**src/rtl/slt_seq_unit_pkg.sv**
```systemverilog
// +--------------------------------------------------------------------------+
// | slt_pkg: shared types, mode encodings and sizing helpers for slt_seq_unit |
// | Revision: 1.0                                                             |
// +--------------------------------------------------------------------------+
`default_nettype none

package slt_pkg;

  typedef enum logic [1:0] {
    IDLE = 2'd0,
    RUN  = 2'd1,
    DONE = 2'd2
  } state_t;

  localparam logic MODE_SIGNED   = 1'b0;
  localparam logic MODE_UNSIGNED = 1'b1;

  function automatic int calc_nchunk(input int width, input int chunk);
    return width / chunk;
  endfunction

  // A single-chunk configuration still needs a 1-bit counter register.
  function automatic int calc_cnt_w(input int nchunk);
    return (nchunk > 1) ? $clog2(nchunk) : 1;
  endfunction

endpackage

`default_nettype wire

```
**src/rtl/slt_seq_unit_if.sv**
```systemverilog
// +--------------------------------------------------------------------------+
// | slt_seq_unit_if: operand/result handshake bundle (eq with SLT_EQ_OUT_EN)  |
// | Revision: 1.0                                                             |
// +--------------------------------------------------------------------------+
`default_nettype none

interface slt_seq_unit_if #(
  parameter int WIDTH = 16
);

  logic             in_valid;
  logic             in_ready;
  logic [WIDTH-1:0] a;
  logic [WIDTH-1:0] b;
  logic             mode;
  logic             out_valid;
  logic             out_ready;
  logic [WIDTH-1:0] out;
  logic             overflow;
`ifdef SLT_EQ_OUT_EN
  logic             eq;
`endif

  modport master (
    output in_valid, a, b, mode, out_ready,
`ifdef SLT_EQ_OUT_EN
    input  eq,
`endif
    input  in_ready, out_valid, out, overflow
  );

  modport slave (
    input  in_valid, a, b, mode, out_ready,
`ifdef SLT_EQ_OUT_EN
    output eq,
`endif
    output in_ready, out_valid, out, overflow
  );

endinterface

`default_nettype wire

```
**src/rtl/slt_seq_unit_chunk_sub.sv**
```systemverilog
// +--------------------------------------------------------------------------+
// | slt_chunk_sub: CHUNK-bit ripple adder used as one slice of A + ~B + 1     |
// | Revision: 1.0                                                             |
// +--------------------------------------------------------------------------+
`default_nettype none

module slt_chunk_sub
  import slt_pkg::*;
#(
  parameter int CHUNK = 4
) (
  input  wire logic [CHUNK-1:0] a_chunk,
  input  wire logic [CHUNK-1:0] b_n_chunk,
  input  wire logic             cin,
  output logic      [CHUNK-1:0] sum,
  output logic                  cout
);

  logic [CHUNK:0] w_carry;

  assign w_carry[0] = cin;

  for (genvar i = 0; i < CHUNK; i++) begin : g_bit
    assign sum[i]       = a_chunk[i] ^ b_n_chunk[i] ^ w_carry[i];
    assign w_carry[i+1] = (a_chunk[i] & b_n_chunk[i]) |
                          (w_carry[i] & (a_chunk[i] ^ b_n_chunk[i]));
  end

  assign cout = w_carry[CHUNK];

endmodule

`default_nettype wire

```
**src/rtl/slt_seq_unit.sv**
```systemverilog
// +--------------------------------------------------------------------------+
// | slt_seq_unit: multi-cycle SLT/SLTU, one CHUNK-bit slice of A-B per cycle  |
// | Optional A==B flag on eq when SLT_EQ_OUT_EN is defined. Revision: 1.0     |
// +--------------------------------------------------------------------------+
`default_nettype none

module slt_seq_unit
  import slt_pkg::*;
#(
  parameter int WIDTH = 16,
  parameter int CHUNK = 4
) (
  input wire logic    clk,
  input wire logic    rst,
  slt_seq_unit_if.slave bus
);

  localparam int NCHUNK = calc_nchunk(WIDTH, CHUNK);
  localparam int CNT_W  = calc_cnt_w(NCHUNK);
  localparam logic [CNT_W-1:0] C_LAST = CNT_W'(NCHUNK - 1);

  if ((CHUNK < 1) || (CHUNK > WIDTH) || ((WIDTH % CHUNK) != 0)) begin : g_bad_cfg
    $error("slt_seq_unit: WIDTH must be a positive multiple of CHUNK");
  end

  state_t r_state;
  state_t w_next_state;

  logic [WIDTH-1:0] r_a;
  logic [WIDTH-1:0] r_b;
  logic             r_mode;
  logic [CNT_W-1:0] r_cnt;
  logic             r_carry;
  logic [WIDTH-1:0] r_diff;

  logic             w_accept;
  int               w_base;
  logic [CHUNK-1:0] w_a_chunk;
  logic [CHUNK-1:0] w_b_n_chunk;
  logic [CHUNK-1:0] w_sum;
  logic             w_cout;
  logic             w_ovf;
  logic             w_lt;

  assign w_accept    = (r_state == IDLE) && bus.in_valid;
  assign w_base      = int'(r_cnt) * CHUNK;
  assign w_a_chunk   = r_a[w_base +: CHUNK];
  assign w_b_n_chunk = ~r_b[w_base +: CHUNK];

  slt_chunk_sub #(
    .CHUNK (CHUNK)
  ) u_chunk_sub (
    .a_chunk   (w_a_chunk),
    .b_n_chunk (w_b_n_chunk),
    .cin       (r_carry),
    .sum       (w_sum),
    .cout      (w_cout)
  );

  always_ff @(posedge clk) begin
    if (rst) begin
      r_state <= IDLE;
    end else begin
      r_state <= w_next_state;
    end
  end

  // Operands are latched once; the subtractor then walks r_diff LSB chunk first.
  always_ff @(posedge clk) begin
    if (rst) begin
      r_a     <= '0;
      r_b     <= '0;
      r_mode  <= MODE_SIGNED;
      r_cnt   <= '0;
      r_carry <= 1'b0;
      r_diff  <= '0;
    end else if (w_accept) begin
      r_a     <= bus.a;
      r_b     <= bus.b;
      r_mode  <= bus.mode;
      r_cnt   <= '0;
      r_carry <= 1'b1;
    end else if (r_state == RUN) begin
      r_diff[w_base +: CHUNK] <= w_sum;
      r_carry                 <= w_cout;
      r_cnt                   <= (r_cnt == C_LAST) ? '0 : r_cnt + 1'b1;
    end
  end

  // Signed overflow needs differing operand signs and a result sign unlike A.
  assign w_ovf = (r_mode == MODE_SIGNED) &&
                 (r_a[WIDTH-1] != r_b[WIDTH-1]) &&
                 (r_diff[WIDTH-1] != r_a[WIDTH-1]);
  assign w_lt  = (r_mode == MODE_SIGNED) ? (r_diff[WIDTH-1] ^ w_ovf) : ~r_carry;

  always_comb begin
    w_next_state  = r_state;
    bus.in_ready  = 1'b0;
    bus.out_valid = 1'b0;
    bus.out       = '0;
    bus.overflow  = 1'b0;
`ifdef SLT_EQ_OUT_EN
    bus.eq        = 1'b0;
`endif
    case (r_state)
      IDLE: begin
        bus.in_ready = 1'b1;
        if (bus.in_valid) begin
          w_next_state = RUN;
        end
      end
      RUN: begin
        if (r_cnt == C_LAST) begin
          w_next_state = DONE;
        end
      end
      DONE: begin
        bus.out_valid = 1'b1;
        bus.out       = {{(WIDTH-1){1'b0}}, w_lt};
        bus.overflow  = w_ovf;
`ifdef SLT_EQ_OUT_EN
        bus.eq        = (r_diff == '0);
`endif
        if (bus.out_ready) begin
          w_next_state = IDLE;
        end
      end
      default: begin
        w_next_state = IDLE;
      end
    endcase
  end

endmodule

`default_nettype wire

```
**src/flat_wrapper.sv**
```systemverilog
// flat-port wrapper written by rule: the top's interface ports become plain ports
module slt_seq_unit_flat import slt_pkg::*;
#(
  parameter int WIDTH = 16,
  parameter int CHUNK = 4
)
  (clk, rst, bus_in_valid, bus_a, bus_b, bus_mode, bus_out_ready, bus_in_ready, bus_out_valid, bus_out, bus_overflow);
  slt_seq_unit_if #(.WIDTH(WIDTH)) bus_i ();
  input wire logic clk;
  input wire logic rst;
  input wire logic [$bits(bus_i.in_valid)-1:0] bus_in_valid;
  input wire logic [$bits(bus_i.a)-1:0] bus_a;
  input wire logic [$bits(bus_i.b)-1:0] bus_b;
  input wire logic [$bits(bus_i.mode)-1:0] bus_mode;
  input wire logic [$bits(bus_i.out_ready)-1:0] bus_out_ready;
  output wire logic [$bits(bus_i.in_ready)-1:0] bus_in_ready;
  output wire logic [$bits(bus_i.out_valid)-1:0] bus_out_valid;
  output wire logic [$bits(bus_i.out)-1:0] bus_out;
  output wire logic [$bits(bus_i.overflow)-1:0] bus_overflow;
  assign bus_i.in_valid = bus_in_valid;
  assign bus_i.a = bus_a;
  assign bus_i.b = bus_b;
  assign bus_i.mode = bus_mode;
  assign bus_i.out_ready = bus_out_ready;
  assign bus_in_ready = bus_i.in_ready;
  assign bus_out_valid = bus_i.out_valid;
  assign bus_out = bus_i.out;
  assign bus_overflow = bus_i.overflow;
  slt_seq_unit #(.WIDTH(WIDTH), .CHUNK(CHUNK)) u_core (.clk(clk), .rst(rst), .bus(bus_i));
endmodule
```
**config.mk**
```make
export PLATFORM = sky130hd
export DESIGN_NAME = slt_seq_unit_flat
export DESIGN_NICKNAME = d
export VERILOG_FILES = /design/src/rtl/slt_seq_unit_pkg.sv /design/src/rtl/slt_seq_unit_if.sv /design/src/rtl/slt_seq_unit_chunk_sub.sv /design/src/rtl/slt_seq_unit.sv /design/src/flat_wrapper.sv
export SDC_FILE = /design/constraint.sdc
export NUM_CORES = 1
export LEC_CHECK = 0
export BUFFER_PORTS_ARGS = -buffer_cell sky130_fd_sc_hd__buf_2
export CAP_MARGIN = 0
export CORE_ASPECT_RATIO = 2
export CORE_MARGIN = 2
export CORE_UTILIZATION = 25
export CTS_CLUSTER_DIAMETER = 60
export CTS_CLUSTER_SIZE = 24
export DETAILED_ROUTE_END_ITERATION = 6
export GPL_ROUTABILITY_DRIVEN = 1
export GPL_TIMING_DRIVEN = 0
export PLACE_DENSITY = 0.51
export RECOVER_POWER = 25
export SLEW_MARGIN = 15
export SYNTH_ARGS = -nofsm -noshare
export SYNTH_HDL_FRONTEND = slang
export SYNTH_HIERARCHICAL = 1
export SYNTH_SLANG_ARGS = --single-unit
```
**constraint.sdc**
```tcl
create_clock -name clk -period 4.4 [get_ports clk]
set_input_delay 0.22 -clock clk [delete_from_list [all_inputs] [get_ports clk]]
set_output_delay 0.22 -clock clk [all_outputs]
set_load 0.02 [all_outputs]
```
==> results of run 1 <==
## metal layers
| layer | wire, um | part of all wire (%) | vias to the layer above | global-route usage [%] |
|---|---|---|---|---|
| met5 | 0 | 0 | - | 0 |
| met4 | 146 | 3.2 | 0 | 6.96 |
| met3 | 263 | 5.7 | 8 | 2.99 |
| met2 | 2600 | 57 | 43 | 22.2 |
| met1 | 1570 | 34 | 715 | 10.8 |
| li1 | - | - | 824 | - |
## layout make-up
type	instances	area, sq um
sequential	39	781
tap	94	118
fill	870	5070
inverter	18	67.6
clock inverter	2	60.1
buffer	29	174
clock buffer	6	129
timing repair buffer	39	193
multi-input combinational	156	950
## critical path, cell delays in order (launching register included)
cell,delay (ns)
sky130_fd_sc_hd__dfxtp_1,0.44
sky130_fd_sc_hd__buf_2,0.32
sky130_fd_sc_hd__mux4_2,0.58
sky130_fd_sc_hd__fa_1,0.42
sky130_fd_sc_hd__inv_1,0.07
sky130_fd_sc_hd__fa_1,0.15
sky130_fd_sc_hd__inv_1,0.05
sky130_fd_sc_hd__fa_1,0.35
sky130_fd_sc_hd__inv_1,0.07
sky130_fd_sc_hd__fa_1,0.41
sky130_fd_sc_hd__inv_1,0.06
sky130_fd_sc_hd__nor4bb_1,0.27
sky130_fd_sc_hd__mux2i_1,0.10
sky130_fd_sc_hd__nor2_1,0.08
## flip-flops by register name (all words and copies together) (netlist names)
| name | flops |
|---|---|
| u_core/r_a | 16 |
| u_core/r_b | 16 |
| u_core/r_carry | 1 |
| u_core/r_cnt | 2 |
| u_core/r_diff | 1 |
| u_core/r_mode | 1 |
| u_core/r_state | 2 |
## where the power goes
part,internal [uW],switching (uW)
Combinational,58.7,73.6
Clock,325,142
Sequential,375,14.2
Total,759,230
## through the flow
stage / hold slack, ns / total power (uW)
after global routing: 0.176 / 1030
after floorplan: 0.356 / 491
final: 0.171 / 988
after detailed placement: 0.446 / 533
after global placement: 0.439 / 531
after CTS: 0.166 / 1000
## final timing paths
check | startpoint | slack [ns] | end
worst max-delay path | u_core/r_cnt[0] | 0.96 | u_core/r_diff[15]
worst min-delay path | bus_a[12] | 0.17 | u_core/r_a[12]
worst max register to register | u_core/r_cnt[0] | 0.96 | u_core/r_diff[15]
worst min register to register | u_core/r_a[9] | 0.45 | u_core/r_a[9]
==> summary by stage, run 1 <==
Status
The flow ran to the end, and the final reports show no timing, DRC or antenna violations.

Finish
The most frequent standard cell in the layout excluding fill and tap cells is sky130_fd_sc_hd__nand2_1. The growth of design area from synthesis to finish is 28.2%. The post-route core utilization is 32.8%.

After routing the design area is 2470 sq um. The post-route netlist has 26.0% of its cells at a drive strength greater than 1. The antenna diode count is 0. The final layout contains 332 nets. The count of placed standard cells in the final layout, fillers left out is 383. The top cell types in the final layout, fill and taps aside, are sky130_fd_sc_hd__nand2_1, sky130_fd_sc_hd__buf_2, sky130_fd_sc_hd__dfxtp_1, sky130_fd_sc_hd__a21oi_1, sky130_fd_sc_hd__inv_1.

GRT
The maximum number of pins on one net before global-route repair is 13. The total global routing track utilization is 11.8%. The number of global-route vias before repair came to 1,571. The first global-routing pass estimated 7330 um of wire. The number of antenna violations at the first check in global routing is 0. After global routing the overflow that remains totals 0.

Placed design
Routability-driven placement finished with a final weighted congestion of 0.796. During placement, the flow inserted port buffers numbering 39. The detailed placer's ending HPWL is 3660 um. The number of placed instances, taps included, is 375. The placed instance area is 2290 sq um. At the placement stage, the worst setup path has a slack of 0.902 ns.

Routing
The remaining antenna violation count is 0. The total number of vias is 1,590. The via density per instance is 4.15.

The detailed-router iteration count before antenna repair is 3. The number of remaining DRC errors is 0. For this block, the initial DRC count from the detailed router was 27. The final routed wire length divided by cell count is 12.0 um.

Summed over all layers, the routed wires come to 4580 um.

Pwr
The largest voltage drop on the vdd net is 0.000180 V. The leakage power figure is 0.00109 uW. The total power per unit cell area is 400 nW/um^2.

Synthesis
The synthesized area per cell is 8.45 sq um. The cell count after synthesis came out at 228. The summed instance area of the synthesized netlist is 1930 sq um.

The count of synthesis-stage warnings from yosys is 6.

Timing
The final hold violation count came to 0. Setup repair after global routing left no endpoint under its margin. Clock skew on the completed layout was measured at 0.00154 ns. The count of final max-slew check failures is 0.

Setup violations remaining at the end of the flow were counted as 0. After layout, the worst setup slack is 0.964 ns. The accumulated negative setup slack is 0 ns. Counting I/O delays and the setup requirement, the final critical path takes 3.44 ns. The final clock period utilization by the worst path is 78.1%. The transition time of the tightest slew-check pin is 0.874 ns. Headroom to the max-slew limit came out at 41.6%. Timing would allow up to 291 MHz.

Hold path
The number of cells on the worst hold path is 3. The classification of the worst-slack hold path is in -> reg.

Clock tree
The maximum clock insertion buffer count is 2. Hold repair after CTS inserted 0 buffers. The clock reaches the later pin of the worst-skew pair after 0.28 ns. The TritonCTS buffer count is 5.

Post-CTS repair changed the size of 0 cells. The post-CTS clock slew at the launch and capture registers of the worst setup and hold paths is 0.06 ns. TritonCTS built the clock tree.

Post-CTS timing repair inserted 0 buffers for setup. The deepest level of the CTS H-tree is 2. CTS placed an instance of sky130_fd_sc_hd__clkbuf_16 at the clock tree root. The tree built by TritonCTS fans out to 39 sinks.

Floorplanning
The row count is 45. Pin placement for this block handled 56 I/O pins. The width of the chip is 66.1 um. From bottom edge to top edge, the die measures 128 um. The die covers 8470 sq um.

The area of the core is 7540 sq um. The starting density of the core is 25.5%.

Worst setup path
Along the worst path, the maximum fanout reaches 10. The arrival time at the worst endpoint is 3.66 ns. The required time reported for the critical path endpoint is 4.62 ns. The kind of start point of the critical path is a flip-flop. STA classifies the critical path endpoint as a flip-flop.

The number of cell instances on the worst register-to-register path is 13. By startpoint and endpoint, the worst setup path is classified as reg -> reg.

Job
Max-cap violations in this run came to 0.
Note: power is estimated with default switching activity, not from simulation.
==> run 2: changes to the inputs <==
- ABC_AREA: not set -> 1
- PLACE_DENSITY: 0.51 -> 0.52
- clock period: 4.4 -> 3.11 ns (I/O delays scaled with it)
==> run 2 against run 1 <==
Synthesized area rose by 14%. Worst setup slack got worse by 0.71 ns. Critical endpoint unchanged. Largest cell class unchanged. Non-clock buffer count is 3 higher. Global-route usage increased by 0.90 points. Die area grew 14%. First-iteration DRC count grew to 3.0 times the previous value.
==> summary by stage, run 2 <==
Floorplanning
The die height is 137 um. The area of the core is 8590 sq um. For this configuration, the core starts out at a cell density of 25.7%. For this design the top-level I/O count stands at 56.

The row count is 48. The width of the chip is 70.4 um. The floorplan step defined a die boundary enclosing 9630 sq um.

Worst setup path
Among the stages of the critical path, the cell type that occurs most often is sky130_fd_sc_hd__inv_1. The worst flop-to-flop path startpoint is u_core/r_cnt[0]. The required time reported for the critical path endpoint is 3.34 ns. The longest individual stage delay on the worst path is 0.40 ns. The critical path in this run is classified as reg -> reg. The capturing instance or port of the critical path is u_core/r_diff[15]. The minimum setup slack among reg-to-reg paths is 0.25 ns. STA puts the critical path data arrival time at 3.08 ns. Walking the worst path, the cells encountered are buf_4 > buf_4 > nand2_1 > nand3_1 > nand2_1 > fa_1 > inv_1 > fa_1 > inv_1 > fa_1 > inv_1 > fa_1 > inv_1 > nand2_1 > inv_1 > a21oi_1 > nor2_1. The endpoint identified for the worst register-to-register timing path is u_core/r_diff[15]. The kind of start point of the critical path is a flip-flop.

The worst setup path startpoint is u_core/r_cnt[0]. Of all nets on the critical path, the largest fanout is 10. The slowest stage of the critical path is the sky130_fd_sc_hd__fa_1 cell.

The number of cell instances on the worst register-to-register path is 17. The capturing element type of the critical path is a flip-flop.

Clock tree
For this design, the CTS-stage hold fixing added 0 buffers. The clock tree synthesis step divided the H-tree into 2 levels. The clock tree root driver cell is sky130_fd_sc_hd__clkbuf_16. Counting along the longest clock path gives a buffer depth of 2. Buffers added to address setup during post-CTS repair amount to 0. The CTS tree is built. The insertion delay of the later-clocked pin in the worst-skew pair is 0.29 ns. The post-CTS clock slew at the launch and capture registers of the worst setup and hold paths is 0.06 ns. The TritonCTS sink count is 39. The number of clock buffers added by TritonCTS is 5.

Pwr
The share of total power in the clock network is 42.2%. The net switching power of the design is 385 uW. The switching share of power is 27.0%. The internal power consumption is 1040 uW. The part of the total power dissipated in combinational logic is 18.2%. The total power per unit cell area is 523 nW/um^2. The largest voltage drop on the vdd net is 0.000317 V. For this design the static power due to leakage is 0.00133 uW.

Sequential cells burn 39.7% of the power.

Routing
The detailed router placed 2,028 vias in this run. In the routed layout, each cell is associated on average with a via count of 4.19. After the first detailed-routing iteration, the DRC count stood at 81. The routed design has 5630 um of wire. The final routed wire length divided by cell count is 11.6 um. In the routed design, unresolved DRC markers number 0. The detailed-router iteration count before antenna repair is 4. In this run the remaining antenna-violating nets after routing total 0.

Synthesis
The synthesized netlist occupies a cell area of 2200 sq um. The synthesized area per cell is 6.83 sq um. The number of instances in the synthesized netlist is 323.

The Yosys step of the flow raised 6 warnings.

Timing
Hold is met by 0.0531 ns. After layout, the minimum clock period comes to 2.86 ns. The final hold violation count was 0.

Across the routed clock network, the largest skew measured is 0.00815 ns. The final setup violation count is 0. Setup repair after global routing left no endpoint under its margin. The peak clock frequency supported by timing is 350 MHz. The transition time of the tightest slew-check pin is 0.668 ns. The count of final max-slew check failures is 0.

The final clock period utilization by the worst path is 91.8%. The post-route worst setup slack is 0.254 ns. The worst pin sits at a relative slew slack of 55.3%.

Finish
The library cells used most frequently in the layout, excluding fill and tap cells, are sky130_fd_sc_hd__nor2_1, sky130_fd_sc_hd__nand2_1, sky130_fd_sc_hd__buf_2, sky130_fd_sc_hd__dfxtp_1, sky130_fd_sc_hd__nand3b_1. The post-route core utilization is 31.8%. In the final layout, the registers with the most flip-flops are u_core/r_a x16, u_core/r_b x16. The growth of design area from synthesis to finish is 24.0%. Excluding fillers, the count of instances in the completed layout stands at 484.

In the final layout, the share of cells above drive strength 1 is 19.0%. In the final design database the tool counted 427 nets. The most frequent standard cell in the layout excluding fill and tap cells is sky130_fd_sc_hd__nor2_1. The number of antenna diodes in the final layout is 0.

GRT
The maximum number of pins on one net before global-route repair is 13. The total global routing track utilization is 12.7%. The number of antenna violations at the first check in global routing is 0. The number of global-route vias before repair is 2,046. The total overflow reported by the global router is 0. The first global-routing pass estimated 9530 um of wire.

Placed design
The worst slack after detailed placement is -0.0562 ns. The routability-driven placement congestion ratio is 0.786. The number of buffers inserted by port buffering is 39. The wire-length estimate of the detail-placed layout is 4510 um. The number of placed instances with taps included is 476.

Job
The tool flagged a number of max-cap violations equal to 0.

Hold path
The classification of the worst-slack hold path is in -> reg.

Status
The flow ran to the end, and the final reports show no timing, DRC or antenna violations.
## run 2: how the worst min path moves through the flow
stage,start,to,slack (ns),depth (start not counted)
2_1_floorplan,rst,u_core/r_state[0],0.22,1
3_3_place_gp,rst,u_core/r_state[0],0.35,2
3_5_place_dp,rst,u_core/r_state[1],0.36,2
4_1_cts,rst,u_core/r_state[1],0.05,2
5_1_grt,rst,u_core/r_state[1],0.06,2
6_report,rst,u_core/r_state[1],0.05,2
## run 2: layer usage
layer / vias to the layer above / wire length, um / GRT usage, %
li1: 1084 / - / -
met4: 0 / 146 / 6.30
met5: - / 0 / 0
met3: 7 / 239 / 1.91
met2: 56 / 3140 / 25.7
met1: 881 / 2100 / 11.9
## run 2: layout make-up
| class | count | area [sq um] |
|---|---|---|
| well taps | 100 | 125 |
| multi-input cells | 244 | 1170 |
| inverters | 22 | 83.8 |
| fillers | 992 | 5850 |
| flip-flops and latches | 39 | 786 |
| repair buffers | 39 | 195 |
| clock buffers | 6 | 139 |
| plain buffers | 32 | 196 |
| clock inverters | 2 | 35.0 |
## run 2: critical path: cells and delay by family, from the launching register on
family	cells	cell delay, ns
flip-flops	1	0.38
buffers and inverters	7	0.71
adder cells (fa/ha/maj)	4	1.31
AO/OA/AOI/OAI	1	0.06
AND/OR/NAND/NOR	5	0.35
## run 2: power groups by stage
stage	clock network (uW)	registers, uW	logic [uW]
2_1_floorplan	0	570	199
3_3_place_gp	0	578	263
3_5_place_dp	0	580	266
4_1_cts	611	569	269
5_1_grt	629	573	299
6_report	603	567	260
## run 2: metrics by stage
step	setup TNS (ns)	total power, uW	area [sq um]
after floorplan	0	769	2260
after global placement	-0.0231	841	2580
after detailed placement	-0.0562	846	2580
after CTS	0	1450	2750
after global routing	0	1500	2730
final	0	1430	2730
## run 2: what timing repair did
item,CTS,global route
endpoints found under the setup margin,1,2
pin swaps,0,0
resized for setup,2,10
